`src/rtl/hram_arb_if.sv`:
```
// Signal bundle for hram_arb: N upstream valid/ready request ports plus the single
// downstream HRAM controller port, with grant/busy status.
interface hram_arb_if #(
    parameter int N_PORTS = 2
);
    logic [N_PORTS-1:0]    s_valid;
    logic [N_PORTS-1:0]    s_ready;
    logic [32*N_PORTS-1:0] s_addr;
    logic [32*N_PORTS-1:0] s_wdata;
    logic [4*N_PORTS-1:0]  s_wstrb;
    logic [31:0]           s_rdata;

    logic                  m_valid;
    logic                  m_ready;
    logic [31:0]           m_addr;
    logic [31:0]           m_wdata;
    logic [3:0]            m_wstrb;
    logic [31:0]           m_rdata;

    logic [2:0]            grant;
    logic                  busy;

    // Arbiter side: serves the upstream masters, drives the controller.
    modport slave (
        input  s_valid, s_addr, s_wdata, s_wstrb, m_ready, m_rdata,
        output s_ready, s_rdata, m_valid, m_addr, m_wdata, m_wstrb, grant, busy
    );

    // Environment side: upstream masters plus the HRAM controller.
    modport master (
        output s_valid, s_addr, s_wdata, s_wstrb, m_ready, m_rdata,
        input  s_ready, s_rdata, m_valid, m_addr, m_wdata, m_wstrb, grant, busy
    );
endinterface

```
`src/rtl/hram_arb.sv`:
```
// Round-robin arbiter sharing one HRAM PSRAM controller between N_PORTS masters.
// Define HRAM_ARB_PRIO0_EN to give port 0 absolute priority over the round-robin ports.
module hram_arb #(
    parameter int N_PORTS    = 2,
    parameter int GAP_CYCLES = 2
) (
    input  logic       clk,
    input  logic       reset,
    hram_arb_if.slave  bus
);

    typedef enum logic [2:0] {
        IDLE,
        REQ,
        RESP,
        RELEASE,
        GAP
    } state_e;

    localparam logic [2:0] LAST_PORT = 3'(N_PORTS - 1);
    localparam logic [3:0] GAP_LOAD  = 4'(GAP_CYCLES);

    state_e             state_q, state_d;
    logic [2:0]         grant_q, grant_d;
    logic [3:0]         gap_q, gap_d;
    logic [N_PORTS-1:0] s_ready_q, s_ready_d;
    logic [31:0]        s_rdata_q, s_rdata_d;
    logic               m_valid_q, m_valid_d;
    logic [31:0]        m_addr_q, m_addr_d;
    logic [31:0]        m_wdata_q, m_wdata_d;
    logic [3:0]         m_wstrb_q, m_wstrb_d;
    logic               busy_q;

`ifdef HRAM_ARB_PRIO0_EN
    localparam int RR_SPAN = (N_PORTS > 1) ? N_PORTS - 1 : 1;
    // Round-robin pointer over ports 1..N-1 only; port 0 never moves it.
    logic [2:0]         rr_q, rr_d;
`endif

    // Per-port request fields padded to 8 entries so a 3-bit index always fits.
    logic [7:0]         valid_ext;
    logic [31:0]        addr_arr  [8];
    logic [31:0]        wdata_arr [8];
    logic [3:0]         wstrb_arr [8];
    logic               win_found;
    logic [2:0]         win_idx;
    logic [2:0]         cand;

    always_comb begin
        for (int p = 0; p < 8; p++) begin
            addr_arr[p]  = '0;
            wdata_arr[p] = '0;
            wstrb_arr[p] = '0;
        end
        for (int p = 0; p < N_PORTS; p++) begin
            addr_arr[p]  = bus.s_addr[32*p +: 32];
            wdata_arr[p] = bus.s_wdata[32*p +: 32];
            wstrb_arr[p] = bus.s_wstrb[4*p +: 4];
        end
    end

    // Walk candidates from farthest to nearest so the port closest after the pointer wins.
    always_comb begin
        valid_ext = 8'(bus.s_valid);
        win_found = 1'b0;
        win_idx   = grant_q;
        cand      = '0;
`ifdef HRAM_ARB_PRIO0_EN
        for (int i = N_PORTS - 1; i >= 1; i--) begin
            cand = 3'(1 + ((int'(rr_q) - 1 + i) % RR_SPAN));
            if (valid_ext[cand]) begin
                win_found = 1'b1;
                win_idx   = cand;
            end
        end
        if (valid_ext[0]) begin
            win_found = 1'b1;
            win_idx   = '0;
        end
`else
        for (int i = N_PORTS; i >= 1; i--) begin
            cand = 3'((int'(grant_q) + i) % N_PORTS);
            if (valid_ext[cand]) begin
                win_found = 1'b1;
                win_idx   = cand;
            end
        end
`endif
    end

    // NOTE: every always_comb output gets a default first, so no path can infer a latch.
    always_comb begin
        state_d = state_q;
        unique case (state_q)
            IDLE:    if (win_found) state_d = REQ;
            REQ:     if (bus.m_ready) state_d = RESP;
            RESP:    state_d = RELEASE;
            RELEASE: if (!bus.m_ready) state_d = (GAP_CYCLES == 0) ? IDLE : GAP;
            GAP:     if (gap_q <= 4'd1) state_d = IDLE;
            default: state_d = IDLE;
        endcase
    end

    always_comb begin
        grant_d   = grant_q;
        gap_d     = gap_q;
        s_ready_d = '0;
        s_rdata_d = s_rdata_q;
        m_valid_d = m_valid_q;
        m_addr_d  = m_addr_q;
        m_wdata_d = m_wdata_q;
        m_wstrb_d = m_wstrb_q;
`ifdef HRAM_ARB_PRIO0_EN
        rr_d      = rr_q;
`endif
        unique case (state_q)
            IDLE: begin
                if (win_found) begin
                    grant_d   = win_idx;
                    m_valid_d = 1'b1;
                    m_addr_d  = addr_arr[win_idx];
                    m_wdata_d = wdata_arr[win_idx];
                    m_wstrb_d = wstrb_arr[win_idx];
`ifdef HRAM_ARB_PRIO0_EN
                    if (win_idx != 3'd0) rr_d = win_idx;
`endif
                end
            end
            REQ: begin
                if (bus.m_ready) begin
                    s_rdata_d = bus.m_rdata;
                    m_valid_d = 1'b0;
                    for (int p = 0; p < N_PORTS; p++) begin
                        s_ready_d[p] = (grant_q == 3'(p));
                    end
                end
            end
            RESP: ;
            RELEASE: begin
                if (!bus.m_ready) gap_d = GAP_LOAD;
            end
            GAP: begin
                gap_d = gap_q - 4'd1;
            end
            default: ;
        endcase
    end

    // NOTE: sequential state uses non-blocking assignments so every register samples pre-edge values.
    always_ff @(posedge clk or posedge reset) begin
        if (reset) begin
            state_q   <= IDLE;
            grant_q   <= LAST_PORT;
            gap_q     <= '0;
            s_ready_q <= '0;
            s_rdata_q <= '0;
            m_valid_q <= 1'b0;
            m_addr_q  <= '0;
            m_wdata_q <= '0;
            m_wstrb_q <= '0;
            busy_q    <= 1'b0;
`ifdef HRAM_ARB_PRIO0_EN
            rr_q      <= LAST_PORT;
`endif
        end else begin
            state_q   <= state_d;
            grant_q   <= grant_d;
            gap_q     <= gap_d;
            s_ready_q <= s_ready_d;
            s_rdata_q <= s_rdata_d;
            m_valid_q <= m_valid_d;
            m_addr_q  <= m_addr_d;
            m_wdata_q <= m_wdata_d;
            m_wstrb_q <= m_wstrb_d;
            busy_q    <= (state_d != IDLE);
`ifdef HRAM_ARB_PRIO0_EN
            rr_q      <= rr_d;
`endif
        end
    end

    assign bus.s_ready = s_ready_q;
    assign bus.s_rdata = s_rdata_q;
    assign bus.m_valid = m_valid_q;
    assign bus.m_addr  = m_addr_q;
    assign bus.m_wdata = m_wdata_q;
    assign bus.m_wstrb = m_wstrb_q;
    assign bus.grant   = grant_q;
    assign bus.busy    = busy_q;

endmodule
```
`src/flat_wrapper.sv`:
```
// flat-port wrapper written by rule: the top's interface ports become plain ports
module hram_arb_flat 
#(
    parameter int N_PORTS    = 2,
    parameter int GAP_CYCLES = 2
)
  (clk, reset, bus_s_valid, bus_s_addr, bus_s_wdata, bus_s_wstrb, bus_m_ready, bus_m_rdata, bus_s_ready, bus_s_rdata, bus_m_valid, bus_m_addr, bus_m_wdata, bus_m_wstrb, bus_grant, bus_busy);
  hram_arb_if #(.N_PORTS(N_PORTS)) bus_i ();
  input  logic clk;
  input  logic reset;
  input wire logic [$bits(bus_i.s_valid)-1:0] bus_s_valid;
  input wire logic [$bits(bus_i.s_addr)-1:0] bus_s_addr;
  input wire logic [$bits(bus_i.s_wdata)-1:0] bus_s_wdata;
  input wire logic [$bits(bus_i.s_wstrb)-1:0] bus_s_wstrb;
  input wire logic [$bits(bus_i.m_ready)-1:0] bus_m_ready;
  input wire logic [$bits(bus_i.m_rdata)-1:0] bus_m_rdata;
  output wire logic [$bits(bus_i.s_ready)-1:0] bus_s_ready;
  output wire logic [$bits(bus_i.s_rdata)-1:0] bus_s_rdata;
  output wire logic [$bits(bus_i.m_valid)-1:0] bus_m_valid;
  output wire logic [$bits(bus_i.m_addr)-1:0] bus_m_addr;
  output wire logic [$bits(bus_i.m_wdata)-1:0] bus_m_wdata;
  output wire logic [$bits(bus_i.m_wstrb)-1:0] bus_m_wstrb;
  output wire logic [$bits(bus_i.grant)-1:0] bus_grant;
  output wire logic [$bits(bus_i.busy)-1:0] bus_busy;
  assign bus_i.s_valid = bus_s_valid;
  assign bus_i.s_addr = bus_s_addr;
  assign bus_i.s_wdata = bus_s_wdata;
  assign bus_i.s_wstrb = bus_s_wstrb;
  assign bus_i.m_ready = bus_m_ready;
  assign bus_i.m_rdata = bus_m_rdata;
  assign bus_s_ready = bus_i.s_ready;
  assign bus_s_rdata = bus_i.s_rdata;
  assign bus_m_valid = bus_i.m_valid;
  assign bus_m_addr = bus_i.m_addr;
  assign bus_m_wdata = bus_i.m_wdata;
  assign bus_m_wstrb = bus_i.m_wstrb;
  assign bus_grant = bus_i.grant;
  assign bus_busy = bus_i.busy;
  hram_arb #(.N_PORTS(N_PORTS), .GAP_CYCLES(GAP_CYCLES)) u_core (.clk(clk), .reset(reset), .bus(bus_i));
endmodule
```
`config.mk`:
```
export PLATFORM = sky130hd
export DESIGN_NAME = hram_arb_flat
export DESIGN_NICKNAME = d
export VERILOG_FILES = /design/src/rtl/hram_arb_if.sv /design/src/rtl/hram_arb.sv /design/src/flat_wrapper.sv
export SDC_FILE = /design/constraint.sdc
export NUM_CORES = 1
export LEC_CHECK = 0
export BUFFER_PORTS_ARGS = -buffer_cell sky130_fd_sc_hd__buf_2
export CAP_MARGIN = 10
export CORE_MARGIN = 3
export CORE_UTILIZATION = 33
export DETAILED_ROUTE_END_ITERATION = 10
export SYNTH_ARGS = -nofsm -noshare
export SYNTH_HDL_FRONTEND = slang
export SYNTH_SLANG_ARGS = --single-unit
```
`constraint.sdc`:
```
create_clock -name clk -period 3.7 [get_ports clk]
set_input_delay 0.74 -clock clk [delete_from_list [all_inputs] [get_ports clk]]
set_output_delay 0.74 -clock clk [all_outputs]
set_load 0.005 [all_outputs]
```
==> flow_metrics.env, run 1 <==
export IMPL_clkTransAtPathRegs_ns=0.05
export IMPL_intPower_w=0.00402
export IMPL_min_period_ns=2.34
export IMPL_nFillCells=1486
export IMPL_worst_setup_path_end_kind="flip-flop"
export IMPL_fin_ws_ns=1.36
export IMPL_netlist_area_sq_um=5300
export IMPL_ys_flop_type="dfrtp_1"
export IMPL_diodes=0
export IMPL_grt_max_degree=73
export IMPL_cts_buffers=17
export IMPL_drive_gt1_frac=0.413
export IMPL_viasPerCell=5.19
export IMPL_rsz0062_at_grt="no"
export IMPL_synth_edf_count=0
export IMPL_vias=5200
export IMPL_cts_tree="yes"
export IMPL_clock_skew_ns=0.00852
export IMPL_async_reset_ff_frac=1.00
export IMPL_first_global_vias=5170
export IMPL_clock_path_buffers=2
export IMPL_crit_required_ns=3.93
export IMPL_core_sq_um=15500
export IMPL_yosysWarnings=0
export IMPL_die_w_um=133
export IMPL_die_y_um=133
export IMPL_combPwrFrac=0.378
export IMPL_gp_congestion=0.820
export IMPL_arrival_ns=2.57
export IMPL_ys_seq_area_frac=0.538
export IMPL_netlist_instances=530
export IMPL_status="finished, final reports clean"
export IMPL_holdBufCountCts=0
export IMPL_hold_viol_final=0
export IMPL_slew_headroom=0.278
export IMPL_wire_per_inst_um=17.0
export IMPL_area_growth_synth_to_final_pct=39.1
export IMPL_worst_path_max_fanout=72
export IMPL_initial_core_util=0.342
export IMPL_drv_cap=0
export IMPL_p_leak_nw=3.43
export IMPL_criticalPathCategory="primary input to flip-flop"
export IMPL_worst_pin_slew_ns=1.08
export IMPL_drtAntennaViolNets=0
export IMPL_first_pass_iters=5
export IMPL_final_nets=952
export IMPL_ys_seq_elements=114
export IMPL_power_per_cell_area_nw_per_um2=850
export IMPL_clockPowerShare=0.262
export IMPL_overflow=0
export IMPL_grt_pass1_wl_um=26800
export IMPL_p_switching_w=0.00225
export IMPL_pre_cts_ws_ns=0.960
export IMPL_antenna_found_initial=1
export IMPL_post_cts_buffers=0
export IMPL_synth_area_per_cell_sq_um=10.0
export IMPL_rows=45
export IMPL_hp_class="flip-flop to flip-flop"
export IMPL_ir_drop_uv=400
export IMPL_sw_frac_of_total=0.359
export IMPL_wl_um=17000
export IMPL_timing_setup_tns_ns=0
export IMPL_drc_errors=0
export IMPL_grtUsageTotal=0.189
export IMPL_dp_final_hpwl_um=11800
export IMPL_syn_nets=705
export IMPL_ioPinCount=280
export IMPL_cts_sinks=114
export IMPL_portBuffers=279
export IMPL_setup_viol=0
export IMPL_first_iter_violations=335
export IMPL_synth_cell_types=37
export IMPL_fmax_mhz=428
export IMPL_die_area_sq_um=17600
export IMPL_cts_root_buf="clkbuf_16"
export IMPL_cp_start_kind="primary input"
export IMPL_htreeDepth=4
export IMPL_clock_latency_ns=0.41
export IMPL_seq_power_share=0.359
export IMPL_cts_resized=0
export IMPL_slew_viol_final=0
export IMPL_min_period_over_period=0.632
-- metal layers --
| layer | share of wire | wire length [um] | GRT usage | vias to the layer above |
|---|---|---|---|---|
| met5 | 0.00076 | 13 | 0 | - |
| met4 | 0.013 | 225 | 0.0606 | 2 |
| met3 | 0.069 | 1180 | 0.0441 | 21 |
| met2 | 0.48 | 8160 | 0.309 | 258 |
| met1 | 0.44 | 7430 | 0.249 | 2454 |
| li1 | - | - | - | 2465 |
-- layout by cell type (no fill, tap or decap), types with 4 or more instances in the layout --
| cell | count |
|---|---|
| clkbuf_1 | 4 |
| mux2_1 | 32 |
| buf_4 | 8 |
| clkbuf_16 | 17 |
| nor2_1 | 7 |
| buf_2 | 279 |
| nand3_1 | 68 |
| o21ai_0 | 68 |
| a21oi_1 | 71 |
| a31oi_1 | 69 |
| dfrtp_1 | 113 |
| nand2_1 | 6 |
-- critical path, cell delays in order --
cell and delay (ns):
buf_2 0.11, or2_2 0.62, and2_2 0.27, buf_4 0.59
a31oi_1 0.19
-- cell usage after synthesis (2+ instances only) --
cell	n	area, sq um
buf_2	19	95.1
inv_1	4	15.0
and4b_1	2	20.0
nand2_1	6	22.5
o21ai_0	68	340
nor3_1	2	10.0
clkbuf_1	31	116
buf_6	4	45.0
a211oi_1	3	22.5
nand2b_1	2	12.5
nor2b_1	4	25.0
buf_4	5	37.5
a31oi_1	69	432
a21oi_1	71	355
mux2_1	32	360
nor2_1	7	26.3
nand3_1	68	340
dfrtp_1	113	2830
ha_1	2	25.0
-- metrics by stage --
step / hold slack [ns] / util / cells / total power, W / instance area, sq um
global placement: 0.461 / 0.438 / 969 / 0.00458 / 6780
CTS: 0.482 / 0.476 / 1001 / 0.00633 / 7370
global route: 0.498 / 0.476 / 1001 / 0.00672 / 7370
finish: 0.477 / 0.476 / 1001 / 0.00626 / 7370
floorplan: 0.483 / - / 530 / 0.00366 / 5300
detailed placement: 0.470 / 0.438 / 969 / 0.00467 / 6780
-- power by group through the flow --
stage | Clock, W | Sequential (W) | Combinational [W]
finish | 0.00164 | 0.00225 | 0.00237
global route | 0.00174 | 0.00233 | 0.00266
CTS | 0.00168 | 0.00225 | 0.00240
detailed placement | 0 | 0.00226 | 0.00241
global placement | 0 | 0.00224 | 0.00234
floorplan | 0 | 0.00223 | 0.00143
-- layout make-up --
class | count | area [sq um] | share of cell area
inverter | 4 | 18.8 | 0.00255
multi-input combinational | 352 | 2160 | 0.293
tap | 211 | 264 | 0.0358
clock buffer | 23 | 468 | 0.0635
sequential | 114 | 2850 | 0.387
clock inverter | 9 | 129 | 0.0175
timing repair buffer | 288 | 1480 | 0.200
-- registers in the layout, indices dropped and copies added, names as in the netlist --
name,cells
u_core.bus.grant,3
u_core.bus.s_rdata,32
u_core.bus.m_addr,32
u_core.bus.m_wstrb,4
u_core.gap_q,4
u_core.bus.busy,1
u_core.bus.m_valid,1
u_core.bus.s_ready,2
u_core.state_q,3
u_core.bus.m_wdata,32
-- kinds of logic (layout without fill, tap and decap cells) --
logic type,count (synthesis),after routing,share of synthesized area
AO/OA/AOI/OAI,217,217,0.226
adder cells (fa/ha/maj),2,2,0.00472
flip-flops,114,114,0.538
multiplexers,33,33,0.0699
XOR/XNOR,1,1,0.00165
AND/OR/NAND/NOR,99,99,0.0999
buffers and inverters,64,324,0.0593
-- worst paths after layout --
kind	startpoint	end	slack [ns]	cells after the start
min	u_core.bus.s_rdata[8]	u_core.bus.s_rdata[8]	0.48	1
max	bus_s_valid[1]	u_core.bus.m_addr[10]	1.36	5
max in group asynchronous	reset	u_core.bus.s_rdata[13]	2.29	3
max reg2reg	u_core.bus.grant[0]	u_core.bus.m_wdata[6]	1.43	4
min reg2reg	u_core.bus.s_rdata[8]	u_core.bus.s_rdata[8]	0.48	1
min in group asynchronous	reset	u_core.bus.m_addr[28]	0.52	2
Note: power is estimated with default switching activity, not from simulation.
==> run 2, diff against run 1 <==
Settings changed: ABC_AREA from default to 1.
Clock period 3.7 ns to 2 ns, I/O delays scaled along.
==> run 2 against run 1 <==
Critical path depth is 4 lower. Via count rose by 10%. Synthesized cell count up 51%. Design area up 7.9%. Critical path type is now flip-flop to output port. Highest routed layer is now met4.
==> flow_metrics.env, run 2 <==
export IMPL_portBuffers=279
export IMPL_hold_viol_final=0
export IMPL_crit_path_cell_trace="buf_2"
export IMPL_status="finished, final reports clean"
export IMPL_initial_core_util=0.341
export IMPL_p_leak_nw=4.87
export IMPL_overflow=0
export IMPL_cp_top_family="flip-flops"
export IMPL_synth_most_common_cell="nand2_1"
export IMPL_core_sq_um=16800
export IMPL_slew_headroom=0.650
export IMPL_holdBufCountCts=0
export IMPL_rows=47
export IMPL_netlist_instances=799
export IMPL_arrival_ns=1.17
export IMPL_clock_latency_ns=0.41
export IMPL_dp_cells=1269
export IMPL_synth_edf_count=0
export IMPL_synth_top_cell_by_area="dfrtp_1"
export IMPL_yosysWarnings=0
export IMPL_ir_drop_uv=578
export IMPL_async_reset_ff_frac=1.00
export IMPL_synthTopCellsByCount="nand2_1 (323), inv_1 (150), nand3_1 (142), dfrtp_1 (113), buf_2 (19)"
export IMPL_final_common_cell="nand2_1"
export IMPL_path_buf_inv=1
export IMPL_first_pass_iters=4
export IMPL_synth_area_per_cell_sq_um=7.17
export IMPL_cts_buffers=17
export IMPL_clock_path_buffers=2
export IMPL_wire_per_inst_um=13.5
export IMPL_cts_sinks=114
export IMPL_grt_max_degree=94
export IMPL_htreeDepth=4
export IMPL_antenna_found_initial=0
export IMPL_die_w_um=138
export IMPL_clock_skew_ns=0.00704
export IMPL_grtUsageTotal=0.180
export IMPL_vias=5727
export IMPL_regArea_sq_um=2850
export IMPL_ioPinCount=280
export IMPL_rsz0062_at_grt="no"
export IMPL_min_period_over_period=0.783
export IMPL_clkTransAtPathRegs_ns=0.06
export IMPL_pre_cts_ws_ns=0.516
export IMPL_setup_viol=0
export IMPL_drv_cap=0
export IMPL_synth_cell_types=22
export IMPL_die_area_sq_um=19000
export IMPL_first_iter_violations=206
export IMPL_viasPerCell=4.40
export IMPL_finalNonFillerCells=1302
export IMPL_synth_area_leaders="dfrtp_1 (49%), nand2_1 (21%), nand3_1 (12%), inv_1 (9.8%), buf_2 (1.7%)"
export IMPL_cts_root_buf="clkbuf_16"
export IMPL_drtAntennaViolNets=0
export IMPL_power_per_cell_area_nw_per_um2=1540
export IMPL_first_global_vias=5244
export IMPL_worst_pin_slew_ns=0.526
export IMPL_dp_final_hpwl_um=12200
export IMPL_hp_class="primary input to async pin"
export IMPL_max_stage_delay_ns=0.59
export IMPL_r2r_slack_ns=0.51
export IMPL_criticalPathCategory="flip-flop to output port"
export IMPL_final_cell_mix="nand2_1 (322), buf_2 (279), inv_1 (149)"
export IMPL_nFillCells=1717
export IMPL_crit_required_ns=1.60
export IMPL_gp_congestion=0.800
export IMPL_cp_start_kind="flip-flop"
export IMPL_syn_nets=974
export IMPL_r2r_cells=7
export IMPL_post_cts_buffers=0
export IMPL_min_period_ns=1.57
export IMPL_drive_gt1_frac=0.310
export IMPL_drc_errors=0
export IMPL_area_growth_synth_to_final_pct=38.7
export IMPL_multi_input_area_sq_um=2060
export IMPL_grt_pass1_wl_um=26400
export IMPL_r2r_end="u_core.bus.m_wdata[23]"
export IMPL_slowest_stage="dfstp_2"
export IMPL_ys_seq_area_frac=0.498
export IMPL_ys_flop_type="dfrtp_1"
export IMPL_cts_tree="yes"
export IMPL_fin_ws_ns=0.434
export IMPL_ys_seq_elements=114
export IMPL_yosysTopAreaCellShare=0.493
export IMPL_worst_setup_path_end_kind="output port"
export IMPL_netlist_area_sq_um=5730
export IMPL_final_nets=1243
export IMPL_power_w=0.0123
export IMPL_rr_startpoint="u_core.bus.grant[0]"
export IMPL_wl_um=17600
export IMPL_die_y_um=138
export IMPL_fmax_mhz=639
export IMPL_worst_path_max_fanout=5
export IMPL_timing_setup_tns_ns=0
export IMPL_cts_resized=0
export IMPL_slew_viol_final=0
[run 2: worst max path at each step]
stage                   startpoint                      to  slack [ns]  cells after the start
6_report       u_core.bus.grant[0]            bus_grant[0]        0.43                      1
3_5_place_dp   u_core.bus.grant[0]  u_core.bus.m_wdata[23]        0.52                      7
5_1_grt        u_core.bus.grant[0]            bus_grant[0]        0.37                      1
3_3_place_gp   u_core.bus.grant[0]   u_core.bus.m_addr[12]        0.54                      7
4_1_cts        u_core.bus.grant[0]            bus_grant[0]        0.40                      1
2_1_floorplan                reset         u_core.bus.busy        0.22                      1
[run 2: kinds of logic after synthesis]
| kind of cell | Yosys count | share of synthesized area |
|---|---|---|
| AOI/OAI and AO/OA | 5 | 0.00458 |
| adders and majority gates | 2 | 0.00437 |
| DFF | 114 | 0.498 |
| and+or+nand+nor | 481 | 0.350 |
| buffers and inverters | 197 | 0.143 |
[run 2: cell type report]
cell class              instances  area share
diodes                          1    0.000315
flip-flops and latches        114       0.359
clock inverters                13      0.0189
repair buffers                292       0.199
inverters                     155      0.0736
multi-input cells             488       0.259
well taps                     220      0.0346
clock buffers                  19      0.0557
[run 2: metal layers]
metal / routed length (um) / share of wire / up-vias / global-route usage
li1: - / - / 2926 / -
met1: 7620 / 0.43 / 2550 / 0.226
met3: 1840 / 0.10 / 19 / 0.0657
met2: 7880 / 0.45 / 232 / 0.287
met4: 226 / 0.013 / 0 / 0.0598
met5: 0 / 0 / - / 0
[run 2: where the power goes]
group	leakage [nW]	internal (W)	total [W]	switching, W
Sequential	1.33	0.00343	0.00402	0.000592
Clock	0.285	0.00189	0.00303	0.00114
Combinational	3.25	0.00210	0.00521	0.00311
[run 2: tightest hold or removal path, cell delays in order]
cell        delay, ns
buf_2            0.11
clkinvlp_4       0.08
buf_4            0.27
[run 2: stage by stage]
| stage | hold slack, ns | instance area [sq um] | utilization |
|---|---|---|---|
| floorplan | 0.472 | 5740 | - |
| global placement | 0.457 | 7360 | 0.437 |
| detailed placement | 0.460 | 7360 | 0.437 |
| CTS | 0.0584 | 7950 | 0.473 |
| global route | 0.0719 | 7950 | 0.473 |
| finish | 0.0677 | 7950 | 0.473 |
